==> src/rtl/dmem_pkg.sv <==
// Shared definitions for the data-memory responder: FSM state encoding, op codes
// and default widths.
package dmem_pkg;

  localparam int DEF_ADDR_W    = 8;
  localparam int DEF_DATA_W    = 8;
  localparam int DEF_MEM_DEPTH = 256;
  localparam int DEF_RD_LAT    = 1;

  typedef enum logic [2:0] {
    IDLE     = 3'd0,
    WR       = 3'd1,
    RD_ISSUE = 3'd2,
    RD_WAIT  = 3'd3,
    RD_DONE  = 3'd4
  } state_t;

  typedef enum logic {
    OP_RD = 1'b0,
    OP_WR = 1'b1
  } op_t;

endpackage

==> src/rtl/dmem_req_buf.sv <==
// One-entry pending request buffer. A push is accepted only into an empty entry;
// a push against a full entry is reported on ovf and the request is lost.
module dmem_req_buf
  import dmem_pkg::*;
#(
  parameter int ADDR_W = DEF_ADDR_W,
  parameter int DATA_W = DEF_DATA_W
) (
  input  logic              clk_in,
  input  logic              rst_n,
  input  logic              push,
  input  logic              pop,
  input  op_t               push_op,
  input  logic [ADDR_W-1:0] push_addr,
  input  logic [DATA_W-1:0] push_wdata,
  output logic              vld,
  output logic              vld_nxt,
  output op_t               op,
  output logic [ADDR_W-1:0] addr,
  output logic [DATA_W-1:0] wdata,
  output logic              ovf
);

  logic accept;

  assign accept  = push & ~vld;
  assign ovf     = push & vld;
  assign vld_nxt = accept | (vld & ~pop);

  always_ff @(posedge clk_in or negedge rst_n) begin
    if (!rst_n) vld <= 1'b0;
    else        vld <= vld_nxt;
  end

  always_ff @(posedge clk_in) begin
    if (accept) begin
      op    <= push_op;
      addr  <= push_addr;
      wdata <= push_wdata;
    end
  end

endmodule

==> src/rtl/data_mem_responder.sv <==
// Data-memory responder between the control FSM / MAR-MDR datapath and a synchronous
// single-port RAM. Define DMEM_BOUNDS_CHECK_EN to add address bounds checking (err_oob).
module data_mem_responder
  import dmem_pkg::*;
#(
  parameter int ADDR_W    = DEF_ADDR_W,
  parameter int DATA_W    = DEF_DATA_W,
  parameter int MEM_DEPTH = DEF_MEM_DEPTH,
  parameter int RD_LAT    = DEF_RD_LAT
) (
  input  logic              clk_in,
  input  logic              rst_n,
  input  logic              M_READ,
  input  logic              M_WRITE,
  input  logic              clear,
  input  logic [ADDR_W-1:0] mar_addr,
  input  logic [DATA_W-1:0] mdr_wdata,
  output logic [DATA_W-1:0] mdr_rdata,
  output logic              mdr_load,
  output logic              mem_busy,
  output logic              err_ovf,
  output logic              err_conf,
`ifdef DMEM_BOUNDS_CHECK_EN
  output logic              err_oob,
`endif
  output logic              ram_en,
  output logic              ram_we,
  output logic [ADDR_W-1:0] ram_addr,
  output logic [DATA_W-1:0] ram_wdata,
  input  logic [DATA_W-1:0] ram_rdata
);

`ifdef DMEM_BOUNDS_CHECK_EN
  localparam bit CHK_EN = 1'b1;
`else
  localparam bit CHK_EN = 1'b0;
`endif

  logic              rd_p0, wr_p0;
  logic [ADDR_W-1:0] addr_p0;
  logic [DATA_W-1:0] wdata_p0;
  logic              conf_p0, req_p0;
  op_t               req_op_p0;

  state_t            state, state_nxt;
  logic [1:0]        cnt, cnt_nxt;
  logic              start, start_oob, cur_oob;
  op_t               start_op;
  logic [ADDR_W-1:0] start_addr;
  logic [DATA_W-1:0] start_wdata;

  logic              buf_push, buf_pop, buf_vld, buf_vld_nxt, buf_ovf;
  op_t               buf_op;
  logic [ADDR_W-1:0] buf_addr;
  logic [DATA_W-1:0] buf_wdata;

  // Stage p0: register strobes and operands so no input reaches an output combinationally
  always_ff @(posedge clk_in or negedge rst_n) begin
    if (!rst_n) begin
      rd_p0 <= 1'b0;
      wr_p0 <= 1'b0;
    end else begin
      rd_p0 <= M_READ;
      wr_p0 <= M_WRITE;
    end
  end

  always_ff @(posedge clk_in) begin
    addr_p0  <= mar_addr;
    wdata_p0 <= mdr_wdata;
  end

  assign conf_p0   = rd_p0 & wr_p0;
  assign req_p0    = rd_p0 ^ wr_p0;
  assign req_op_p0 = wr_p0 ? OP_WR : OP_RD;
  // A valid entry blocks new strobes even in IDLE so requests stay in order
  assign buf_push  = req_p0 & ((state != IDLE) | buf_vld);
  assign start_oob = CHK_EN && (32'(start_addr) >= 32'(MEM_DEPTH));

  dmem_req_buf #(
    .ADDR_W (ADDR_W),
    .DATA_W (DATA_W)
  ) u_req_buf (
    .clk_in     (clk_in),
    .rst_n      (rst_n),
    .push       (buf_push),
    .pop        (buf_pop),
    .push_op    (req_op_p0),
    .push_addr  (addr_p0),
    .push_wdata (wdata_p0),
    .vld        (buf_vld),
    .vld_nxt    (buf_vld_nxt),
    .op         (buf_op),
    .addr       (buf_addr),
    .wdata      (buf_wdata),
    .ovf        (buf_ovf)
  );

  always_ff @(posedge clk_in or negedge rst_n) begin
    if (!rst_n) begin
      state <= IDLE;
      cnt   <= 2'd0;
    end else begin
      state <= state_nxt;
      cnt   <= cnt_nxt;
    end
  end

  always_comb begin
    state_nxt   = state;
    cnt_nxt     = cnt;
    buf_pop     = 1'b0;
    start       = 1'b0;
    start_op    = req_op_p0;
    start_addr  = addr_p0;
    start_wdata = wdata_p0;
    case (state)
      IDLE: begin
        if (buf_vld) begin
          buf_pop     = 1'b1;
          start       = 1'b1;
          start_op    = buf_op;
          start_addr  = buf_addr;
          start_wdata = buf_wdata;
        end else if (req_p0) begin
          start = 1'b1;
        end
        if (start) state_nxt = (start_op == OP_WR) ? WR : RD_ISSUE;
      end
      WR:       state_nxt = IDLE;
      RD_ISSUE: begin
        cnt_nxt   = 2'(RD_LAT - 1);
        state_nxt = (RD_LAT == 1) ? RD_DONE : RD_WAIT;
      end
      RD_WAIT: begin
        cnt_nxt = cnt - 2'd1;
        if (cnt == 2'd1) state_nxt = RD_DONE;
      end
      RD_DONE:  state_nxt = IDLE;
      default:  state_nxt = IDLE;
    endcase
  end

  // Stage p1: registered RAM command, read return and status flags
  always_ff @(posedge clk_in or negedge rst_n) begin
    if (!rst_n) begin
      ram_en    <= 1'b0;
      ram_we    <= 1'b0;
      ram_addr  <= '0;
      ram_wdata <= '0;
      cur_oob   <= 1'b0;
      mdr_rdata <= '0;
      mdr_load  <= 1'b0;
      mem_busy  <= 1'b0;
      err_ovf   <= 1'b0;
      err_conf  <= 1'b0;
    end else begin
      ram_en <= start & ~start_oob;
      ram_we <= start & (start_op == OP_WR) & ~start_oob;
      if (start) begin
        ram_addr  <= start_addr;
        ram_wdata <= start_wdata;
        cur_oob   <= start_oob;
      end
      mdr_load <= (state == RD_DONE);
      if (state == RD_DONE) mdr_rdata <= cur_oob ? '0 : ram_rdata;
      mem_busy <= (state_nxt != IDLE) | buf_vld_nxt;
      err_ovf  <= (err_ovf & ~clear) | buf_ovf;
      err_conf <= (err_conf & ~clear) | conf_p0;
    end
  end

`ifdef DMEM_BOUNDS_CHECK_EN
  always_ff @(posedge clk_in or negedge rst_n) begin
    if (!rst_n) err_oob <= 1'b0;
    else        err_oob <= (err_oob & ~clear) | (start & start_oob);
  end
`endif

endmodule

==> config.mk <==
export PLATFORM = sky130hd
export DESIGN_NAME = data_mem_responder
export DESIGN_NICKNAME = d
export VERILOG_FILES = /design/src/rtl/dmem_pkg.sv /design/src/rtl/dmem_req_buf.sv /design/src/rtl/data_mem_responder.sv
export SDC_FILE = /design/constraint.sdc
export NUM_CORES = 1
export LEC_CHECK = 0
export ABC_AREA = 1
export CAP_MARGIN = 20
export CORE_UTILIZATION = 49
export CTS_CLUSTER_DIAMETER = 60
export DETAILED_ROUTE_END_ITERATION = 6
export PLACE_DENSITY = 0.85
export RECOVER_POWER = 50
export SLEW_MARGIN = 15
export SYNTH_ARGS = -nofsm -noshare
export SYNTH_HDL_FRONTEND = slang
export SYNTH_HIERARCHICAL = 1
export SYNTH_SLANG_ARGS = --single-unit
==> constraint.sdc <==
create_clock -name clk_in -period 2.4 [get_ports clk_in]
set_clock_uncertainty 0.15 [all_clocks]
set_input_delay 0.48 -clock clk_in [delete_from_list [all_inputs] [get_ports clk_in]]
set_output_delay 0.48 -clock clk_in [all_outputs]
set_load 0.02 [all_outputs]
==> results.md <==
- GPL Wtd Cong: between 0.7 and 0.8
- Slew @ Worst Pin: around 1.2 ns
- Buffers & Inverters on Critical Path: 2
- Mux contribution to synthesized area: 0
- Die width: 75.0 um
- Vias: between 1500 and 2000
- CTS Root Cell: clkbuf_8
- Post-synth EDFFs: 17
- Io pins: 59
- Port bufs: 58
- Count of cell types in the netlist: 20
- Crit path DAT: 1.83 ns
- H-tree levels: 3
- Synth Area in Simple Gates: 0.221
- Min-delay worst type: register to register
- Vias in the first global route: between 1500 and 2000
- Synth Area in Adders: 0.00959
- Synth Area in Compound Gates: 0.0182
- Insertion delay to the later sink of the worst-skew pair: 0.34 ns
- Fin crit share: 0.835
- Worst path cell trace: ha_1 -> o21ai_0 -> inv_1 -> nand2_2 -> inv_1
- # Max-Cap Violations: 0
- Setup crit end kind: register
- Final setup fails: 0
- Post-synthesis instance area: roughly 0.0026 mm^2
- Worst slew margin: 0.192
- Maximum vdd drop: between 0.6 and 0.7 mV
- Die height: ~75 um
- RSZ-0062 raised after global routing: no
- YS warnings: 6
- Drt wl/cell: roughly 11 um
- Setup_tns: 0 ns
- Cell Pwr Density: between 1000 and 1500 mW/mm^2
- Clk buf depth: 2
- Min Tclk post-route: ~2.0 ns
- Syn Area/Cell: between 9 and 10 um^2
- Post-synthesis sequential area ratio: 0.683
- Crit path launch type: register
- Critical path's slowest cell: inv_1
- Pin count of the biggest net entering global routing: 33
- Fraction of layout cells with a size suffix above 1: 0.0708
- Max Fclk: around 0.5 GHz
- Syn Nets: 297
- Starting density of the core: 0.511
- Static Leakage: about 1.7 nW
- Outcome: completed
- Register bit total from synthesis: 71
- First drt pass iteration count: 4
- Multi-input logic area: ~650 um^2
- Count of final max-slew check failures: 0
- Sequential cell area: roughly 0.0018 mm^2
- Crit path max-delay family: buffers and inverters
- Avg Vias per Cell: 4.50
- Post-Synth XOR/XNOR Area: 0
- Largest family of logic cells by synthesized area: simple AND/OR/NAND/NOR gates
- First-pass GRT wire length: ~7.6 mm
- Cts bufs inserted: 9
- Post-CTS Repair Setup Buffers: 0
- Syn Inst Count: ~270
- CP dominant cell by count: inv_1
- Clock slew at reported path FFs: ~0.08 ns
- Residual DRC: 0
- Largest stage delay on the critical path: 0.51 ns
- Fin. Hold Viols: 0
- Initial antenna violation count: 0
- Total grt overflow: 0
- N_diodes: 0
- Fillcell total: ~410
- Hpwl dp: roughly 3.3 mm
- CP Data Required Time: 2.22 ns
- CTS sink count: 71
- Drt initial violations: 93
- Area Overhead vs Synth: 31.4%
- CTS tree: done
- Routed Antenna Nets: 0
- Final wirelength: ~4.7 mm
- Nets: 365
- WS Path Type: register to register
- Row cnt: 26
- CP Max Fanout: 17
- Die area: between 0.005 and 0.006 mm^2
- Core Region: approximately 0.0051 mm^2
- Share of flip-flops with an asynchronous set or reset: 0.535
- Total Routing Usage GR: 0.190
- Ys flop type: dfrtp_1
- Post-layout util: 0.671
==> cells in the final DEF, fill, tap and decap left out <==
cell type        instances
a21oi_1                  1
buf_4                    1
clkbuf_1                 2
clkbuf_2                 2
clkbuf_8                10
clkdlybuf4s50_1         39
clkinv_1                 1
clkinv_2                 2
clkinv_4                 1
clkinvlp_4               2
dfrtp_1                 38
dfxtp_1                 16
dlygate4sd3_1           19
edfxtp_1                17
ha_1                     2
inv_1                   34
inv_2                    1
nand2_1                100
nand2_2                  2
nand3_1                  1
nand3_2                  1
nand3_4                  1
nor2_1                  38
nor2_4                   1
o21ai_0                  3
o21bai_1                 2
o22ai_1                  2
==> repair_timing <==
action,in CTS,in global routing
gates resized for setup,0,0
hold buffers,1,0
endpoints found under the setup margin,0,0
hold endpoints to repair,21,0
==> flip-flops by register name (all words and copies together) (netlist names) <==
name,count
ram_we,1
u_req_buf/op,1
u_req_buf/addr,8
u_req_buf/vld,1
rd_p0,1
ram_addr,8
addr_p0,8
state,3
ram_wdata,8
err_conf,1
err_ovf,1
wdata_p0,8
ram_en,1
mdr_rdata,8
wr_p0,1
mdr_load,1
u_req_buf/wdata,8
mem_busy,1
cnt,2
==> per-stage QoR <==
step                area [um^2]  setup WS, ns  total power [mW]  hold slack, ns  cells
floorplan                  2610         0.650              3.01          0.0344    266
global placement           3250         0.490              3.64           0.262    392
detailed placement         3250         0.399              3.70           0.268    392
CTS                        3440         0.382              4.54           0.285    409
global route               3430         0.236              4.81           0.300    409
finish                     3430         0.397              4.49           0.281    409
==> synth_stat cells (all sizes together), types with 2 or more instances <==
master | count | area share
o22ai | 2 | 0.0048
edfxtp | 17 | 0.20
dfrtp | 38 | 0.36
ha | 2 | 0.0096
o21ai | 3 | 0.0058
nand3 | 3 | 0.012
dfxtp | 16 | 0.12
inv | 35 | 0.050
o21bai | 2 | 0.0058
nor2 | 39 | 0.059
nand2 | 102 | 0.15
buf | 5 | 0.017
==> layer usage <==
metal,track usage,wire [um],part of all wire,vias up
met2,0.311,2390,0.51,31
met5,0,0,0,-
met3,0.0361,151,0.032,8
li1,-,-,-,939
met1,0.234,2060,0.44,862
met4,0.115,95,0.020,0
==> cell families (layout without fill, tap and decap cells) <==
| kind of cell | after synthesis | after routing |
|---|---|---|
| compound gates | 8 | 8 |
| buf+inv | 41 | 114 |
| fa+ha+maj | 2 | 2 |
| flops | 71 | 71 |
| simple gates | 144 | 144 |
==> worst reg2reg max path, stage by stage (launching register included) <==
cell and delay, ns:
dfrtp_1 0.40, ha_1 0.32, o21ai_0 0.09, inv_1 0.09, nand2_2 0.07, inv_1 0.51
==> final timing paths <==
kind | start | cells after the start | slack [ns] | to
setup / recovery | wr_p0 | 5 | 0.40 | u_req_buf/wdata[2]
hold / removal | wdata_p0[5] | 0 | 0.28 | u_req_buf/wdata[5]
setup reg to reg | wr_p0 | 5 | 0.40 | u_req_buf/wdata[2]
hold reg to reg | wdata_p0[5] | 0 | 0.28 | u_req_buf/wdata[5]
max in group asynchronous | rst_n | 3 | 0.46 | ram_addr[0]
min in group asynchronous | rst_n | 2 | 0.77 | state[1]
==> power breakdown <==
group | internal, mW | switching, mW | total [mW]
Sequential | 1.62 | 0.190 | 1.81
Clock | 0.401 | 0.431 | 0.832
Combinational | 0.738 | 1.10 | 1.84
==> cell type report <==
cell class	count	area share
clock inverter	5	0.00985
inverter	36	0.0394
timing repair buffer	62	0.176
tap	70	0.0255
clock buffer	11	0.0412
multi-input combinational	154	0.189
sequential	71	0.520
Note: power is estimated with default switching activity, not from simulation.
